===== src/rtl/div_scheduler_if.sv =====
// ---------------------------------------------------------------------------
// div_scheduler_if
//
// Bundles every handshake and bus signal of div_scheduler:
//   request side   : req_valid, req_ready, req_x, req_y (NREQ lanes)
//   response side  : rsp_valid, rsp_ready, rsp_id, rsp_q, rsp_r, rsp_err
//   divider core   : div_start, div_x, div_y, div_q, div_r, div_done, div_error
//   status         : busy
//
// Modports:
//   slave  - the scheduler itself. It serves requests and produces responses.
//   master - the surroundings. They issue requests, take responses and host
//            the divider core.
//
// Lane i of req_x / req_y occupies [i*WIDTH +: WIDTH].
// ---------------------------------------------------------------------------
interface div_scheduler_if #(
  parameter int NREQ  = 2,
  parameter int WIDTH = 8,
  parameter int IDW   = 2
);
  logic [NREQ-1:0]       req_valid;
  logic [NREQ-1:0]       req_ready;
  logic [NREQ*WIDTH-1:0] req_x;
  logic [NREQ*WIDTH-1:0] req_y;

  logic                  rsp_valid;
  logic                  rsp_ready;
  logic [IDW-1:0]        rsp_id;
  logic [WIDTH-1:0]      rsp_q;
  logic [WIDTH-1:0]      rsp_r;
  logic                  rsp_err;

  logic                  div_start;
  logic [WIDTH-1:0]      div_x;
  logic [WIDTH-1:0]      div_y;
  logic [WIDTH-1:0]      div_q;
  logic [WIDTH-1:0]      div_r;
  logic                  div_done;
  logic                  div_error;

  logic                  busy;

  modport slave (
    input  req_valid, req_x, req_y, rsp_ready,
    input  div_q, div_r, div_done, div_error,
    output req_ready, rsp_valid, rsp_id, rsp_q, rsp_r, rsp_err,
    output div_start, div_x, div_y, busy
  );

  modport master (
    output req_valid, req_x, req_y, rsp_ready,
    output div_q, div_r, div_done, div_error,
    input  req_ready, rsp_valid, rsp_id, rsp_q, rsp_r, rsp_err,
    input  div_start, div_x, div_y, busy
  );
endinterface


===== src/rtl/div_scheduler.sv =====
// ---------------------------------------------------------------------------
// div_scheduler
//
// Shares one iterative WIDTH-step divider core between NREQ requesters.
// - Arbitration is round-robin over the valid/ready request lanes.
// - The winning operands are registered and driven to the core.
// - The core runs through START -> RUN, and its result is returned on a
//   single valid/ready response port.
// - A zero divisor is answered directly and never reaches the core. The
//   answer is q = all ones, r = x, err = 1.
// - A watchdog bounds RUN. If the core never raises div_done, the response
//   is q = 0, r = 0, err = 1.
//
// Ports:
//   clock - rising-edge clock
//   reset - asynchronous, active-high reset
//   bus   - div_scheduler_if.slave, which carries:
//             request lanes, response port, divider-core port, busy
//
// Parameters:
//   NREQ  - requesters, 2..4
//   WIDTH - operand width, must match the core
//   IDW   - rsp_id width, 2**IDW >= NREQ
//
// Timing for a normal operation accepted in cycle T:
//   - div_start is high in T+1.
//   - The core iterates in T+2 .. T+WIDTH+1.
//   - div_done is seen in T+WIDTH+2.
//   - rsp_valid rises in T+WIDTH+3.
// A zero divisor gives rsp_valid in T+1.
// ---------------------------------------------------------------------------
module div_scheduler #(
  parameter int NREQ  = 2,
  parameter int WIDTH = 8,
  parameter int IDW   = 2
) (
  input logic           clock,
  input logic           reset,
  div_scheduler_if.slave bus
);

  typedef enum logic [1:0] {
    IDLE  = 2'd0,
    START = 2'd1,
    RUN   = 2'd2,
    RESP  = 2'd3
  } state_t;

  // The watchdog must be able to count up to WIDTH+4 RUN cycles.
  localparam int             WDW      = $clog2(WIDTH + 5);
  localparam logic [WDW-1:0] WD_LIMIT = WDW'(WIDTH + 4);
  localparam logic [WDW-1:0] WD_ONE   = WDW'(1);
  localparam logic [NREQ-1:0] LANE0   = NREQ'(1);

  state_t           state;
  logic [IDW-1:0]   rr_ptr;
  logic [WDW-1:0]   watchdog;
  logic [WDW-1:0]   wd_next;

  logic             div_start_q;
  logic [WIDTH-1:0] div_x_q;
  logic [WIDTH-1:0] div_y_q;
  logic             rsp_valid_q;
  logic [IDW-1:0]   rsp_id_q;
  logic [WIDTH-1:0] rsp_q_q;
  logic [WIDTH-1:0] rsp_r_q;
  logic             rsp_err_q;
  logic             busy_q;

  logic             grant_any;
  logic [IDW-1:0]   grant_id;
  logic [WIDTH-1:0] sel_x;
  logic [WIDTH-1:0] sel_y;
  logic             accept;

  // Lane index base+off, wrapped modulo NREQ.
  function automatic logic [IDW-1:0] wrap_add(input logic [IDW-1:0] base,
                                              input int             off);
    return IDW'((int'(base) + off) % NREQ);
  endfunction

  // Round-robin search. The loop walks from the farthest candidate back to
  // rr_ptr itself. The last hit is therefore the closest valid lane
  // starting from rr_ptr, and no early exit is needed.
  always_comb begin
    // NOTE: every always_comb output gets a default first. A path that
    // leaves a signal unassigned would infer a latch.
    grant_any = 1'b0;
    grant_id  = '0;
    for (int k = NREQ - 1; k >= 0; k--) begin
      if (|(bus.req_valid & (LANE0 << wrap_add(rr_ptr, k)))) begin
        grant_any = 1'b1;
        grant_id  = wrap_add(rr_ptr, k);
      end
    end
  end

  // Operand mux for the granted lane.
  always_comb begin
    sel_x = '0;
    sel_y = '0;
    for (int k = 0; k < NREQ; k++) begin
      if (grant_id == IDW'(k)) begin
        sel_x = bus.req_x[k*WIDTH +: WIDTH];
        sel_y = bus.req_y[k*WIDTH +: WIDTH];
      end
    end
  end

  assign accept  = (state == IDLE) && grant_any;
  assign wd_next = watchdog + WD_ONE;

  // req_ready is combinational so that a grant costs no extra cycle.
  // It is gated by reset: while reset is held the state register already
  // reads IDLE, but no request may be accepted.
  assign bus.req_ready = (accept && !reset) ? (LANE0 << grant_id) : '0;

  // NOTE: the state register and all outputs use non-blocking assignments.
  // Every right-hand side then sees the pre-edge value, which is what the
  // hardware does.
  always_ff @(posedge clock or posedge reset) begin
    if (reset) begin
      // NOTE: the operand and result registers are reset along with the
      // control state. Their values are visible on the ports straight
      // after reset. This is a handful of flops, not a memory.
      state       <= IDLE;
      rr_ptr      <= '0;
      watchdog    <= '0;
      div_start_q <= 1'b0;
      div_x_q     <= '0;
      div_y_q     <= '0;
      rsp_valid_q <= 1'b0;
      rsp_id_q    <= '0;
      rsp_q_q     <= '0;
      rsp_r_q     <= '0;
      rsp_err_q   <= 1'b0;
      busy_q      <= 1'b0;
    end else begin
      div_start_q <= 1'b0;
      case (state)
        IDLE: begin
          if (accept) begin
            div_x_q  <= sel_x;
            div_y_q  <= sel_y;
            rsp_id_q <= grant_id;
            rr_ptr   <= wrap_add(grant_id, 1);
            busy_q   <= 1'b1;
            if (sel_y == '0) begin
              // Answered locally; the core is never started.
              rsp_q_q     <= '1;
              rsp_r_q     <= sel_x;
              rsp_err_q   <= 1'b1;
              rsp_valid_q <= 1'b1;
              state       <= RESP;
            end else begin
              div_start_q <= 1'b1;
              watchdog    <= '0;
              state       <= START;
            end
          end
        end

        // div_done is not looked at here. It can still be high from the
        // previous operation (or one aborted by reset), and the core only
        // reloads on the edge that ends this cycle.
        START: state <= RUN;

        RUN: begin
          watchdog <= wd_next;
          if (bus.div_done) begin
            rsp_q_q     <= bus.div_q;
            rsp_r_q     <= bus.div_r;
            rsp_err_q   <= bus.div_error;
            rsp_valid_q <= 1'b1;
            state       <= RESP;
          end else if (wd_next == WD_LIMIT) begin
            rsp_q_q     <= '0;
            rsp_r_q     <= '0;
            rsp_err_q   <= 1'b1;
            rsp_valid_q <= 1'b1;
            state       <= RESP;
          end
        end

        RESP: begin
          if (bus.rsp_ready) begin
            rsp_valid_q <= 1'b0;
            busy_q      <= 1'b0;
            state       <= IDLE;
          end
        end

        default: state <= IDLE;
      endcase
    end
  end

  assign bus.div_start = div_start_q;
  assign bus.div_x     = div_x_q;
  assign bus.div_y     = div_y_q;
  assign bus.rsp_valid = rsp_valid_q;
  assign bus.rsp_id    = rsp_id_q;
  assign bus.rsp_q     = rsp_q_q;
  assign bus.rsp_r     = rsp_r_q;
  assign bus.rsp_err   = rsp_err_q;
  assign bus.busy      = busy_q;

endmodule


===== src/flat_wrapper.sv =====
// flat-port wrapper written by rule: the top's interface ports become plain ports
module div_scheduler_flat 
#(
  parameter int NREQ  = 2,
  parameter int WIDTH = 8,
  parameter int IDW   = 2
)
  (clock, reset, bus_req_valid, bus_req_x, bus_req_y, bus_rsp_ready, bus_div_q, bus_div_r, bus_div_done, bus_div_error, bus_req_ready, bus_rsp_valid, bus_rsp_id, bus_rsp_q, bus_rsp_r, bus_rsp_err, bus_div_start, bus_div_x, bus_div_y, bus_busy);
  div_scheduler_if #(.NREQ(NREQ), .WIDTH(WIDTH), .IDW(IDW)) bus_i ();
  input logic clock;
  input logic reset;
  input wire logic [$bits(bus_i.req_valid)-1:0] bus_req_valid;
  input wire logic [$bits(bus_i.req_x)-1:0] bus_req_x;
  input wire logic [$bits(bus_i.req_y)-1:0] bus_req_y;
  input wire logic [$bits(bus_i.rsp_ready)-1:0] bus_rsp_ready;
  input wire logic [$bits(bus_i.div_q)-1:0] bus_div_q;
  input wire logic [$bits(bus_i.div_r)-1:0] bus_div_r;
  input wire logic [$bits(bus_i.div_done)-1:0] bus_div_done;
  input wire logic [$bits(bus_i.div_error)-1:0] bus_div_error;
  output wire logic [$bits(bus_i.req_ready)-1:0] bus_req_ready;
  output wire logic [$bits(bus_i.rsp_valid)-1:0] bus_rsp_valid;
  output wire logic [$bits(bus_i.rsp_id)-1:0] bus_rsp_id;
  output wire logic [$bits(bus_i.rsp_q)-1:0] bus_rsp_q;
  output wire logic [$bits(bus_i.rsp_r)-1:0] bus_rsp_r;
  output wire logic [$bits(bus_i.rsp_err)-1:0] bus_rsp_err;
  output wire logic [$bits(bus_i.div_start)-1:0] bus_div_start;
  output wire logic [$bits(bus_i.div_x)-1:0] bus_div_x;
  output wire logic [$bits(bus_i.div_y)-1:0] bus_div_y;
  output wire logic [$bits(bus_i.busy)-1:0] bus_busy;
  assign bus_i.req_valid = bus_req_valid;
  assign bus_i.req_x = bus_req_x;
  assign bus_i.req_y = bus_req_y;
  assign bus_i.rsp_ready = bus_rsp_ready;
  assign bus_i.div_q = bus_div_q;
  assign bus_i.div_r = bus_div_r;
  assign bus_i.div_done = bus_div_done;
  assign bus_i.div_error = bus_div_error;
  assign bus_req_ready = bus_i.req_ready;
  assign bus_rsp_valid = bus_i.rsp_valid;
  assign bus_rsp_id = bus_i.rsp_id;
  assign bus_rsp_q = bus_i.rsp_q;
  assign bus_rsp_r = bus_i.rsp_r;
  assign bus_rsp_err = bus_i.rsp_err;
  assign bus_div_start = bus_i.div_start;
  assign bus_div_x = bus_i.div_x;
  assign bus_div_y = bus_i.div_y;
  assign bus_busy = bus_i.busy;
  div_scheduler #(.NREQ(NREQ), .WIDTH(WIDTH), .IDW(IDW)) u_core (.clock(clock), .reset(reset), .bus(bus_i));
endmodule

===== config.mk =====
export PLATFORM = sky130hd
export DESIGN_NAME = div_scheduler_flat
export DESIGN_NICKNAME = d
export VERILOG_FILES = /design/src/rtl/div_scheduler_if.sv /design/src/rtl/div_scheduler.sv /design/src/flat_wrapper.sv
export SDC_FILE = /design/constraint.sdc
export NUM_CORES = 1
export LEC_CHECK = 0
export BUFFER_PORTS_ARGS = -buffer_cell sky130_fd_sc_hd__buf_2
export CAP_MARGIN = 20
export CORE_MARGIN = 2
export CORE_UTILIZATION = 48
export CTS_CLUSTER_SIZE = 28
export DETAILED_ROUTE_END_ITERATION = 12
export PLACE_DENSITY = 0.77
export SLEW_MARGIN = 20
export SYNTH_ARGS = -nofsm -noshare
export SYNTH_HDL_FRONTEND = slang
export SYNTH_SLANG_ARGS = --single-unit
export TNS_END_PERCENT = 20

===== constraint.sdc =====
create_clock -name clock -period 2.3 [get_ports clock]
set_input_delay 0.345 -clock clock [delete_from_list [all_inputs] [get_ports clock]]
set_output_delay 0.345 -clock clock [all_outputs]
set_load 0.005 [all_outputs]

Yosys cells after proc, flatten, opt, wreduce, memory -nomap -nowiden
Index checks and enable logic that the tools add are counted.
- output and inout port bits: 40
- input bits: 55
- register bits: 45
- word-level logic and storage cells: 88
- $add $sub $neg: 3
- eq/ne operators: 10
- reductions and logical operators: 17
- muxes and demuxes: 40
- shift operators: 3
- bitwise logic cells: 3
- operators with widths (kind ; number):
    two-way mux 8 bit ; 11
    one-hot mux 8 bit (2 select lines) ; 2
    two-way mux 2 bit ; 8
    two-way mux 1 bit ; 12
    AND reduction 3 bit ; 3
    logical NOT 8 bit ; 1
    two-way mux 4 bit ; 2
    one-hot mux 2 bit (4 select lines) ; 1
    one-hot mux 4 bit (2 select lines) ; 1
    != test 2 bit, second input constant ; 3
    AND reduction 5 bit ; 1
    adder 4 x 1 -> 4 bit, second input constant ; 1
    bitwise AND 2 bit ; 2
    equality test 2 x 1 -> 1 bit, second input constant ; 2
    equality test 2 bit, second input constant ; 2
    equality test 4 bit, second input constant ; 1
    logical NOT 2 bit ; 2
    one-hot mux 1 bit (2 select lines) ; 2
    AND reduction 4 bit ; 1
    nonzero test 2 bit ; 2
    OR reduction 2 bit ; 2
    left shift 1 x 2 -> 2 bit, first input constant ; 2
    != test 3 x 2 -> 1 bit, second input constant ; 1
    one-hot mux 1 bit (3 select lines) ; 1
    other kinds (8) ; 10

Longest topological paths before layout
- word-level depth: 14
- gate-level depth with buffers: 9
- gate-level depth less buffers: 7

Worst setup path after synthesis
OpenSTA, ideal clock, no wires.
- kind: input -> register
- from: input bus_req_y[6]
- to: register u_core.rsp_q_q[0] (netlist: u_core.bus.rsp_q[0])
- arrival time: 1.992 ns
- buffers on the path: 1
- setup time: 0.125 ns
- stages on the path: 6
- data required time: 2.175 ns
- path slack: 0.183 ns
- cell sequence: or4_1 -> a211o_1 -> o221ai_4 -> nand3_4 -> buf_6 -> mux2_4
- cells in the longest elaborated chain, start to end: 5
- ends and longest elaborated chain (item ; line ; RTL):
    start, declared ; flat_wrapper.sv:14 ; input wire logic [$bits(bus_i.req_y)-1:0] bus_req_y;
    two-way mux 8 bit (2 in a row) ; div_scheduler.sv:103 ; if (grant_id == IDW'(k)) begin
    logical NOT 8 bit ; div_scheduler.sv:148 ; if (sel_y == '0) begin
    != test 2 bit (no line) ; -- ;
    AND reduction 4 bit (no line) ; -- ;
    end signal, assigned ; div_scheduler.sv:171 ; rsp_q_q <= bus.div_q;
    end, declared ; div_scheduler.sv:65 ; logic [WIDTH-1:0] rsp_q_q;
No other way between the ends.
A chain may end at the register's enable or synchronous reset.

Worst setup path after layout
- from: register u_core.state[0]
- to: register u_core.rsp_r_q[6] (netlist: u_core.bus.rsp_r[6])
- cells in the longest elaborated chain, start to end: 4
- elaborated cells on any way between the ends: 9
- ends and longest elaborated chain (item ; line ; RTL):
    start, declared ; div_scheduler.sv:55 ; state_t state;
    start signal, assigned ; div_scheduler.sv:126 ; state <= IDLE;
    start signal, assigned ; div_scheduler.sv:154 ; state <= RESP;
    start signal, assigned ; div_scheduler.sv:158 ; state <= START;
    logical NOT 2 bit ; div_scheduler.sv:110, div_scheduler.sv:140 ;
    logical AND 1 bit ; div_scheduler.sv:110 ; assign accept = (state == IDLE) && grant_any;
    != test 2 x 1 -> 1 bit (no line) ; -- ;
    AND reduction 4 bit (no line) ; -- ;
    end signal, assigned ; div_scheduler.sv:151 ; rsp_r_q <= sel_x;
    end signal, assigned ; div_scheduler.sv:172 ; rsp_r_q <= bus.div_r;
    end, declared ; div_scheduler.sv:66 ; logic [WIDTH-1:0] rsp_r_q;
Parallel ways exist; a longest one is shown, timed or not.

==> impl_metrics.prom <==
# TYPE chip_impl_metric gauge
chip_impl_info{name="run_status",value="finished, final reports clean"} 1
chip_impl_metric{name="finalHoldViolations",unit=""} 0
chip_impl_metric{name="grt_overflow_total",unit=""} 0
chip_impl_info{name="cpMaxStageDelayCell",value="dfrtp_1"} 1
chip_impl_metric{name="syn-num-nets",unit=""} 287
chip_impl_metric{name="drc",unit=""} 0
chip_impl_metric{name="critical_path.n_buffers_inverters",unit=""} 3
chip_impl_metric{name="synth.ff_latch_count",unit=""} 44
chip_impl_metric{name="synth-seq-area-share",unit=""} 0.475
chip_impl_info{name="tritoncts",value="yes"} 1
chip_impl_metric{name="post_route_clock_period_utilization",unit=""} 0.873
chip_impl_metric{name="final_nets",unit=""} 383
chip_impl_metric{name="maximum_number_of_pins_on_one_net_before_global_route_repair",unit=""} 45
chip_impl_info{name="worst_setup_path_start_kind",value="register"} 1
chip_impl_metric{name="tritoncts.num_buffers",unit=""} 5
chip_impl_info{name="unrepaired_setup_endpoints_after_global_routing",value="no"} 1
chip_impl_metric{name="syn-cell-area",unit="mm²"} 0.00232
chip_impl_metric{name="initialDrtViolationCount",unit=""} 67
chip_impl_metric{name="floorplan.die.height",unit="µm"} 73.5
chip_impl_metric{name="place.detailed.instances",unit=""} 369
chip_impl_metric{name="routedWlPerCell",unit="µm"} 13.9
chip_impl_info{name="synth.top_cells.by_area",value="dfrtp_1 (48%), nand2_1 (8.1%), mux2i_1 (6.9%)"} 1
chip_impl_metric{name="post-route-min-period",unit="ns"} 2.01
chip_impl_metric{name="via_count",unit=""} 1968
chip_impl_metric{name="reg2regPathDepth",unit=""} 8
chip_impl_metric{name="die_x",unit="µm"} 73.5
chip_impl_info{name="synth_top_cell_by_area",value="dfrtp_1"} 1
chip_impl_info{name="critPathCaptureType",value="register"} 1
chip_impl_metric{name="largest_incremental_delay_on_the_critical_path",unit="ns"} 0.38
chip_impl_metric{name="h-tree-depth",unit=""} 2
chip_impl_metric{name="area_taken_by_multi_input_logic_gates",unit="mm²"} 0.00114
chip_impl_metric{name="routabilityCongestion",unit=""} 0.801
chip_impl_metric{name="power.leakage",unit="µW"} 0.00156
chip_impl_info{name="setup.worst_path.class",value="register to register"} 1
chip_impl_metric{name="number_of_sinks_driven_by_the_clock_tree",unit=""} 44
chip_impl_metric{name="critical_path.max_fanout",unit=""} 17
chip_impl_metric{name="max-clock-path-buffers",unit=""} 2
chip_impl_metric{name="number_of_port_buffers",unit=""} 93
chip_impl_metric{name="floorplan.die_area",unit="mm²"} 0.00540
chip_impl_metric{name="number_of_antenna_violations_at_the_first_check_in_global_routing",unit=""} 0
chip_impl_metric{name="path_clk_slew",unit="ns"} 0.08
chip_impl_metric{name="post_route_cells_drive_above_1_share",unit=""} 0.418
chip_impl_metric{name="mapped_avg_cell_area",unit="µm²"} 10.3
chip_impl_info{name="clk_root_buffer_cell",value="clkbuf_8"} 1
chip_impl_metric{name="cts_resized",unit=""} 0
chip_impl_metric{name="io_pins",unit=""} 95
chip_impl_metric{name="clock.fmax",unit="MHz"} 498
chip_impl_metric{name="detailedPlacementHpwl",unit="mm"} 3.97
chip_impl_metric{name="clock_latency",unit="ns"} 0.30
chip_impl_metric{name="ir_worst_vdd",unit="mV"} 0.512
chip_impl_metric{name="area.sequential",unit="mm²"} 0.00110
chip_impl_metric{name="power_density",unit="mW/mm²"} 1210
chip_impl_info{name="timing.critical_path.mode_cell",value="inv_1"} 1
chip_impl_metric{name="vias_in_the_first_global_route",unit=""} 1818
chip_impl_metric{name="setup-tns-final",unit="ns"} 0
chip_impl_metric{name="maxSlewViolCount",unit=""} 0
chip_impl_metric{name="holdBufCountCts",unit=""} 0
chip_impl_metric{name="core_region_area",unit="mm²"} 0.00469
chip_impl_metric{name="cts.repair_timing.setup_buffer_count",unit=""} 0
chip_impl_metric{name="global_route_wire_length_before_repair",unit="mm"} 8.17
chip_impl_metric{name="grt_util_all_layers",unit=""} 0.195
chip_impl_metric{name="post-synth-top-area-fraction",unit=""} 0.475
chip_impl_metric{name="drt-pass1-iter-count",unit=""} 4
chip_impl_metric{name="n_antenna_cell",unit=""} 0
chip_impl_metric{name="tightestPinTransition",unit="ns"} 0.541
chip_impl_metric{name="yosys.cell_types.count",unit=""} 36
chip_impl_metric{name="viasPerCell",unit=""} 5.22
chip_impl_metric{name="finalNonFillerCells",unit=""} 377
chip_impl_metric{name="critical_path_required",unit="ns"} 2.49
chip_impl_metric{name="drt-total-wl",unit="mm"} 5.26
chip_impl_metric{name="std_cell_rows",unit=""} 25
chip_impl_metric{name="synth_warnings",unit=""} 0
chip_impl_metric{name="timing.clock.skew",unit="ns"} 0.00953
chip_impl_metric{name="filler_cell_count",unit=""} 404
chip_impl_metric{name="instance_count_of_the_mapped_netlist",unit=""} 226
chip_impl_metric{name="finalSetupViolations",unit=""} 0
chip_impl_info{name="critical_path.cell_chain",value="inv_1 -> ha_1 -> inv_1 -> nand2_1 -> o221ai_4 -> nand3_4 -> buf_12 -> mux2_2"} 1
chip_impl_info{name="cpLargestDelayFamily",value="buffers and inverters"} 1
chip_impl_metric{name="postLayoutCoreUtil",unit=""} 0.637
chip_impl_metric{name="maximum_capacitance_violations",unit=""} 0
chip_impl_metric{name="crit_cells",unit=""} 8
chip_impl_metric{name="postRouteAntennaNets",unit=""} 0
chip_impl_metric{name="initial_core_util",unit=""} 0.494
chip_impl_metric{name="synthToLayoutAreaGrowth",unit="%"} 29.0
chip_impl_info{name="min_path_type",value="primary input to async pin"} 1
chip_impl_metric{name="cp.arrival",unit="ns"} 2.19
chip_impl_metric{name="maxSlewHeadroom",unit=""} 0.639
metal layers:
layer | GRT usage | wire length, µm
met4 | 0.0424 | 36
met2 | 0.328 | 2510
met1 | 0.251 | 2360
met5 | 0 | 0
met3 | 0.0549 | 346
sequential cells by signal (all words and copies together), names as in the netlist:
| register | cells |
|---|---|
| u_core.bus.rsp_valid | 1 |
| u_core.bus.rsp_r | 8 |
| u_core.bus.rsp_id | 1 |
| u_core.bus.div_y | 8 |
| u_core.watchdog | 4 |
| u_core.bus.div_start | 1 |
| u_core.bus.rsp_q | 8 |
| u_core.bus.rsp_err | 1 |
| u_core.rr_ptr | 1 |
| u_core.bus.busy | 1 |
| u_core.bus.div_x | 8 |
| u_core.state | 2 |
cells in the mapped netlist (all sizes together):
cell type   n
nand2      50
dfrtp      44
o21ai      28
mux2       18
mux2i      16
clkbuf      8
ha          6
inv         6
a21oi       4
and3        4
buf         4
nand2b      4
nand3       4
a31o        3
a31oi       3
nor2        3
nor2b       3
a211o       2
and2        2
nor3b       2
nor4        2
or4         2
a21bo       1
a32o        1
a41oi       1
conb        1
nand4b      1
o211ai      1
o21a        1
o221ai      1
metrics by stage:
stage / hold WS, ns / instance area, µm² / worst slack, ns / total power, µW
detailed placement: 0.467 / 2870 / 0.0314 / 3030
finish: 0.179 / 2990 / 0.293 / 3620
floorplan: 0.441 / 2320 / 0.183 / 2390
global placement: 0.456 / 2870 / 0.0714 / 2950
global route: 0.238 / 2990 / 0.160 / 3910
CTS: 0.207 / 2990 / 0.283 / 3660
power breakdown:
part / internal, µW / leakage [µW] / switching, µW
sequential: 1120 / 0.000521 / 195
combinational: 851 / 0.000981 / 837
clock: 355 / 0.0000614 / 263
total: 2330 / 0.00156 / 1290
logic make-up after synthesis:
group                    Yosys count  share of synthesized area
AND/OR/NAND/NOR                   77                      0.157
AO/OA/AOI/OAI                     46                      0.126
flip-flops                        44                      0.475
multiplexers                      34                      0.173
buffers and inverters             18                     0.0346
adder cells (fa/ha/maj)            6                     0.0324
other                              1                    0.00162
layout by cell type, fill, tap and decap left out, types with 3 or more instances in the layout:
cell type,count
a21oi_1,4
a31o_2,3
a31oi_1,3
and3_1,4
buf_2,93
buf_4,7
clkbuf_8,6
dfrtp_1,44
ha_1,6
inv_1,5
mux2_2,8
mux2_4,10
mux2i_1,16
nand2_1,50
nand2b_1,4
nand3_1,3
nor2_1,3
nor2b_1,3
o21ai_0,27
worst min-delay path: stages:
cell and delay, ns:
buf_2 0.11, inv_2 0.04, buf_4 0.44
final cells by class:
type | instances | share of cell area
clock buffers | 6 | 0.0276
clock inverters | 2 | 0.0130
inverters | 6 | 0.00753
multi-input cells | 164 | 0.381
flip-flops and latches | 44 | 0.368
well taps | 54 | 0.0226
repair buffers | 101 | 0.180
worst paths after layout:
check                                       endpoint           startpoint  slack, ns
worst max-delay path             u_core.bus.rsp_r[6]      u_core.state[0]       0.29
worst min-delay path             u_core.bus.div_y[1]                reset       0.18
worst max register to register   u_core.bus.rsp_r[6]      u_core.state[0]       0.29
worst min register to register   u_core.bus.div_y[1]  u_core.bus.div_y[1]       0.48
max in group asynchronous       u_core.bus.rsp_valid                reset       1.73
min in group clock                  u_core.rr_ptr[0]     bus_req_valid[1]       0.34
Note: power is estimated with default switching activity, not from simulation.
